===== config.mk =====
export PLATFORM = sky130hd
export DESIGN_NAME = ram_scan_reader
export DESIGN_NICKNAME = d
export VERILOG_FILES = /design/src/rtl/ram_scan_reader.sv
export SDC_FILE = /design/constraint.sdc
export NUM_CORES = 1
export LEC_CHECK = 0
export CAP_MARGIN = 20
export CORE_MARGIN = 3
export CORE_UTILIZATION = 51
export DETAILED_ROUTE_END_ITERATION = 8
export GPL_TIMING_DRIVEN = 0
export PLACE_DENSITY = 0.76
export RECOVER_POWER = 100
export SETUP_SLACK_MARGIN = 0.5
export SYNTH_ARGS = -nofsm -noshare
export SYNTH_HDL_FRONTEND = slang
export SYNTH_SLANG_ARGS = --single-unit

===== constraint.sdc =====
create_clock -name i_clk -period 2.6 [get_ports i_clk]
set_input_delay 0.52 -clock i_clk [delete_from_list [all_inputs] [get_ports i_clk]]
set_output_delay 0.52 -clock i_clk [all_outputs]
set_load 0.01 [all_outputs]

===== src/rtl/ram_scan_reader.sv =====
// Burst reader for the pattern RAM: sequential reads, latency absorption,
// and a credit-limited skid FIFO feeding an address-tagged valid/ready stream.
module ram_scan_reader #(
    parameter int DATA_WIDTH = 8,
    parameter int ADDR_WIDTH = 16,
    parameter int RD_LATENCY = 1
) (
    input  logic                  i_clk,
    input  logic                  i_arstn,
    input  logic                  i_start,
    input  logic                  i_abort,
    input  logic [ADDR_WIDTH-1:0] i_start_addr,
    input  logic [ADDR_WIDTH-1:0] i_count,
    output logic                  o_re,
    output logic [ADDR_WIDTH-1:0] o_raddr,
    input  logic [DATA_WIDTH-1:0] i_rdata,
    output logic                  o_valid,
    output logic [DATA_WIDTH-1:0] o_data,
    output logic [ADDR_WIDTH-1:0] o_addr,
    input  logic                  i_ready,
    output logic                  o_busy,
    output logic                  o_done
);
    localparam int FIFO_DEPTH = RD_LATENCY + 3;
    localparam int PW = $clog2(FIFO_DEPTH);
    localparam int CW = 4;
    localparam logic [CW-1:0] DEPTH_C = CW'(FIFO_DEPTH);
    localparam logic [ADDR_WIDTH:0] ONE_W = (ADDR_WIDTH+1)'(1);

    typedef enum logic [1:0] {IDLE, RUN, DRAIN, DONE} state_t;

    state_t                state_q, state_d;
    logic [ADDR_WIDTH-1:0] addr_q, addr_d;
    logic [ADDR_WIDTH:0]   left_q, left_d;
    logic                  re_q, re_d;
    logic [ADDR_WIDTH-1:0] raddr_q, raddr_d;
    logic [RD_LATENCY-1:0] pv_q, pv_d;
    logic [ADDR_WIDTH-1:0] pa_q [RD_LATENCY];
    logic [ADDR_WIDTH-1:0] pa_d [RD_LATENCY];
    logic [DATA_WIDTH-1:0] md_q [FIFO_DEPTH];
    logic [DATA_WIDTH-1:0] md_d [FIFO_DEPTH];
    logic [ADDR_WIDTH-1:0] ma_q [FIFO_DEPTH];
    logic [ADDR_WIDTH-1:0] ma_d [FIFO_DEPTH];
    logic [PW-1:0]         wp_q, wp_d, rp_q, rp_d;
    logic [CW-1:0]         occ_q, occ_d;
    logic [CW-1:0]         inflight;
    logic                  push, pop;

    function automatic logic [PW-1:0] nxt(input logic [PW-1:0] p);
        return (p == PW'(FIFO_DEPTH-1)) ? '0 : p + PW'(1);
    endfunction

    // Reads issued but not yet captured: the o_re slot plus the tag pipe.
    always_comb begin
        inflight = CW'(re_q);
        for (int i = 0; i < RD_LATENCY; i++) begin
            inflight = inflight + CW'(pv_q[i]);
        end
    end

    assign push = pv_q[RD_LATENCY-1];
    assign pop  = (occ_q != '0) && i_ready;

    always_comb begin
        state_d = state_q;
        addr_d  = addr_q;
        left_d  = left_q;
        re_d    = 1'b0;
        raddr_d = raddr_q;
        pv_d    = pv_q;
        pa_d    = pa_q;
        md_d    = md_q;
        ma_d    = ma_q;
        wp_d    = wp_q;
        rp_d    = rp_q;
        pv_d[0] = re_q;
        pa_d[0] = raddr_q;
        for (int i = 1; i < RD_LATENCY; i++) begin
            pv_d[i] = pv_q[i-1];
            pa_d[i] = pa_q[i-1];
        end
        if (push) begin
            md_d[wp_q] = i_rdata;
            ma_d[wp_q] = pa_q[RD_LATENCY-1];
            wp_d = nxt(wp_q);
        end
        if (pop) begin
            rp_d = nxt(rp_q);
        end
        occ_d = occ_q + CW'(push) - CW'(pop);
        unique case (state_q)
            IDLE: begin
                if (i_start && !i_abort) begin
                    addr_d  = i_start_addr;
                    left_d  = {1'b0, i_count} + ONE_W;
                    state_d = RUN;
                end
            end
            RUN: begin
                if ((inflight + occ_q) < DEPTH_C) begin
                    re_d    = 1'b1;
                    raddr_d = addr_q;
                    addr_d  = addr_q + ADDR_WIDTH'(1);
                    left_d  = left_q - ONE_W;
                    if (left_q == ONE_W) begin
                        state_d = DRAIN;
                    end
                end
            end
            DRAIN: begin
                if (!re_q && (pv_q == '0) && (occ_d == '0)) begin
                    state_d = DONE;
                end
            end
            DONE: begin
                state_d = IDLE;
            end
            default: state_d = IDLE;
        endcase
        // Abort drops every tag, so stale RAM data is never captured.
        if (i_abort) begin
            state_d = IDLE;
            re_d    = 1'b0;
            pv_d    = '0;
            wp_d    = '0;
            rp_d    = '0;
            occ_d   = '0;
        end
    end

    always_ff @(posedge i_clk or negedge i_arstn) begin
        if (!i_arstn) begin
            state_q <= IDLE;
            addr_q  <= '0;
            left_q  <= '0;
            re_q    <= 1'b0;
            raddr_q <= '0;
            pv_q    <= '0;
            pa_q    <= '{default: '0};
            md_q    <= '{default: '0};
            ma_q    <= '{default: '0};
            wp_q    <= '0;
            rp_q    <= '0;
            occ_q   <= '0;
        end else begin
            state_q <= state_d;
            addr_q  <= addr_d;
            left_q  <= left_d;
            re_q    <= re_d;
            raddr_q <= raddr_d;
            pv_q    <= pv_d;
            pa_q    <= pa_d;
            md_q    <= md_d;
            ma_q    <= ma_d;
            wp_q    <= wp_d;
            rp_q    <= rp_d;
            occ_q   <= occ_d;
        end
    end

    assign o_re    = re_q;
    assign o_raddr = raddr_q;
    assign o_valid = (occ_q != '0);
    assign o_data  = md_q[rp_q];
    assign o_addr  = ma_q[rp_q];
    assign o_busy  = (state_q != IDLE);
    assign o_done  = (state_q == DONE);

    a_no_overflow: assert property (@(posedge i_clk) disable iff (!i_arstn)
        !(push && !pop && !i_abort && (occ_q == DEPTH_C)));

endmodule


==> summary.md <==
| Metric | Value |
|---|---|
| Status | finished, violations left |
| Failing checks | max-capacitance violations, max-slew violations, negative setup slack |
| Total die area | approximately 18,000 sq um |
| CP max FO | 2 |
| Pre-antenna DRT Iters | 5 |
| Rel. slew slack | -18.3% |
| Finished Cell Area | 11,700 sq um |
| H-tree level count | 4 |
| CTS tree | done |
| Floorplan row count | 46 |
| First-pass GRT wire length | 35,700 um |
| Share of cells above drive strength 1 | between 40% and 50% |
| Grt total ovfl | 0 |
| Place WS | -570 ps |
| Clk_lat worst skew | 430 ps |
| Part of the Yosys area used for sequential elements | about 51% |
| Worst-case clock buffer depth | 2 |
| Wire length per cell | 21.7 um |
| Vias in the first global route | 6,773 |
| Crit path time final | 2690 ps |
| Area after DPL | 9800 sq um |
| Critical Path RT | about 2900 ps |
| EDFF count, synth | 0 |
| Mapped Cells | 677 |
| Worst Hold Class | reg -> reg |
| Largest net degree at the start of global routing | between 100 and 150 |
| Clock Sinks | 173 |
| Worst setup EP type | register |
| Synth warnings | 0 |
| Port-buffer cells | 88 |
| Crit path kind | reg -> reg |
| Ys async rst share | between 90% and 100% |
| PD cells | 1120 nW/um^2 |
| Total CTS buffers | 17 |
| Synthesized area per cell | between 10 and 15 sq um |
| Peak supply drop | 0.000677 V |
| Netlist cell types | 63 |
| Routed Antenna Nets | 0 |
| Die H | roughly 130 um |
| Core ar. | 16,100 sq um |
| Crit share post-route | 104% |
| Vias per std cell | 6.05 |
| Drc violations | 0 |
| Final Hold Viols | 0 |
| Area delta synth->final | 38.6% |
| Post-synthesis cell area | 8440 sq um |
| CP Data Arrival Time | 3020 ps |
| Yosys reg bits | approximately 170 |
| RSZ-0062 raised after global routing | yes |
| Hold_ws | 411 ps |
| Ant diodes | 0 |
| Worst Skew | 10.5 ps |
| Leak | 5.12 nW |
| Max cap viols | 1 |
| Post-DP HPWL | between 10,000 and 15,000 um |
| Util after Layout | 72.8% |
| CTS Root Cell | clkbuf_16 |
| DRT Wirelength | 23,200 um |
| Via count | 6,484 |
| DR iter-0 viols | approximately 500 |
| Final setup viols | 2 |
| Boundary pin count | 89 |
| Die width | between 100 and 150 um |
| Mapped Nets | 743 |
| Worst setup margin | -94.5 ps |
| GPL Wtd Cong | around 0.9 |
| Clk slew on worst S/H paths | 70 ps |
| CTS Hold Buffers Added | 0 |
| Post-Layout Cell Count | 1,072 |
| Fmax | 0.371 GHz |
| Initial antenna violation count | 0 |
| Final Max Slew Viols | 72 |
| Placed Cells | 982 |
| Total GRT Usage | 25.2% |
| Worst slew pin tran | around 1800 ps |
| Synth Flop Type | dfrtp_1 |
| Final nets | 911 |
| Initial Utilization | 52.5% |
| Critical path startpoint category | register |
per-stage QoR:
stage	total power [mW]	TNS, ps
floorplan	6.95	-18.8
global placement	8.51	-990100
detailed placement	8.71	-9510
CTS	12.1	-254
global route	13.8	-3400
finish	13.1	-161
flip-flops by register name, summed over array words and instances, names as in the netlist, 2 cells and up:
name,count
state_q,2
left_q,17
addr_q,16
ma_q,64
rp_q,2
md_q,32
wp_q,2
o_raddr,16
occ_q,4
pa_q,16
logic make-up after synthesis:
kind of cell	after synthesis	synth area share [%]
buffers and inverters	65	3.01
and+or+nand+nor	153	9.91
DFF	173	51.3
adders and majority gates	21	3.20
muxes	140	21.7
xor gates and xnor gates	12	1.25
AOI/OAI and AO/OA	113	9.58
worst paths after layout:
check                                   startpoint                      to  slack [ps]  cells after the start
max                             occ_q[3]$_DFF_PN0_  state_q[1]$_DFFE_PN0P_         -90                     16
min in group asynchronous                  i_arstn     md_q[7]$_DFFE_PN0P_         570                      1
max reg2reg                     occ_q[3]$_DFF_PN0_  state_q[1]$_DFFE_PN0P_         -90                     16
min                        o_raddr[11]$_DFFE_PN0P_      pa_q[11]$_DFF_PN0_         410                      0
min reg2reg                o_raddr[11]$_DFFE_PN0P_      pa_q[11]$_DFF_PN0_         410                      0
max in group asynchronous                  i_arstn   left_q[9]$_DFFE_PN0P_         310                      2
power by group:
group          total, mW  internal, mW  leakage, nW  switching [mW]
clock network       2.47          1.37        0.270            1.10
logic               6.32          3.44         2.67            2.88
registers           4.35          3.51         2.18           0.837
total               13.1          8.32         5.12            4.82
worst max-delay path, cell delays in order, from the launching register on:
cell and delay [ps]:
dfrtp_1 390, inv_2 80, ha_4 140, nand2_4 50
nand2_4 70, inv_4 40, ha_4 210, inv_4 60
ha_4 130, inv_2 30, fa_1 520, nor4b_4 190
nand2_1 100, a2bb2oi_2 130, o211ai_1 140, buf_4 190
mux2i_1 100
layout make-up:
class,count,area (sq um)
multi-input combinational,439,4470
fill,984,4360
sequential,173,4330
timing repair buffer,149,1570
clock buffer,19,453
buffer,36,380
tap,216,270
inverter,29,114
clock inverter,11,109
layer usage:
layer,part of all wire [%],track usage [%],routed length [um]
met5,0,0,0
met4,2.1,6.62,489
met1,40,32.2,9220
met2,53,44.4,12400
met3,5.1,4.66,1180
cell usage in the layout (no fill, tap or decap), drive strengths merged, types with 3 or more instances in the layout:
cell / synthesis / routed
or4: 3 / 3
or3: 9 / 9
o32ai: 3 / 3
o31ai: 16 / 16
nor3: 4 / 4
nor4: 9 / 9
a21oi: 17 / 17
clkdlybuf4s50: 0 / 60
inv: 29 / 34
mux4: 24 / 24
mux2: 106 / 106
and3: 7 / 7
o41ai: 3 / 3
nand4: 13 / 13
nor2b: 3 / 3
nand2: 40 / 40
a221o: 6 / 6
nand3: 16 / 16
a211o: 3 / 3
xor2: 8 / 8
buf: 12 / 94
a211oi: 4 / 4
o21ai: 24 / 24
xnor2: 4 / 4
and4: 5 / 5
o22ai: 7 / 7
a221oi: 7 / 7
ha: 20 / 20
dfrtp: 173 / 173
nor2: 26 / 26
nor4b: 4 / 4
clkbuf: 24 / 47
mux2i: 10 / 10
clkinvlp: 0 / 3
nand2b: 5 / 5
cells in the mapped netlist, types with 5 or more instances:
| cell | number | share of area (%) |
|---|---|---|
| nand2b_1 | 5 | 0.37 |
| inv_1 | 29 | 1.3 |
| nand2_1 | 40 | 1.8 |
| and3_1 | 7 | 0.52 |
| clkbuf_1 | 24 | 1.1 |
| o21ai_0 | 23 | 1.4 |
| nand4_1 | 13 | 0.96 |
| a221oi_1 | 7 | 0.73 |
| mux4_2 | 24 | 6.4 |
| nor2_1 | 26 | 1.2 |
| or3_1 | 6 | 0.44 |
| o22ai_1 | 7 | 0.52 |
| mux2i_1 | 10 | 1.2 |
| nor4_1 | 8 | 0.59 |
| a21oi_1 | 17 | 1.0 |
| dfrtp_1 | 173 | 51 |
| a221o_1 | 6 | 0.71 |
| ha_1 | 20 | 3.0 |
| and4_1 | 5 | 0.52 |
| nand3_1 | 16 | 0.95 |
| xor2_1 | 8 | 0.83 |
| mux2_2 | 106 | 14 |
| o31ai_1 | 15 | 1.3 |
| buf_1 | 8 | 0.36 |
timing repair:
item,4_1_cts,5_1_grt
gates cloned,2,3
pin swaps,17,43
setup buffers,36,19
resized for setup,219,103
setup endpoints to repair,106,124
No activity file was read; power rests on OpenSTA's default activity.
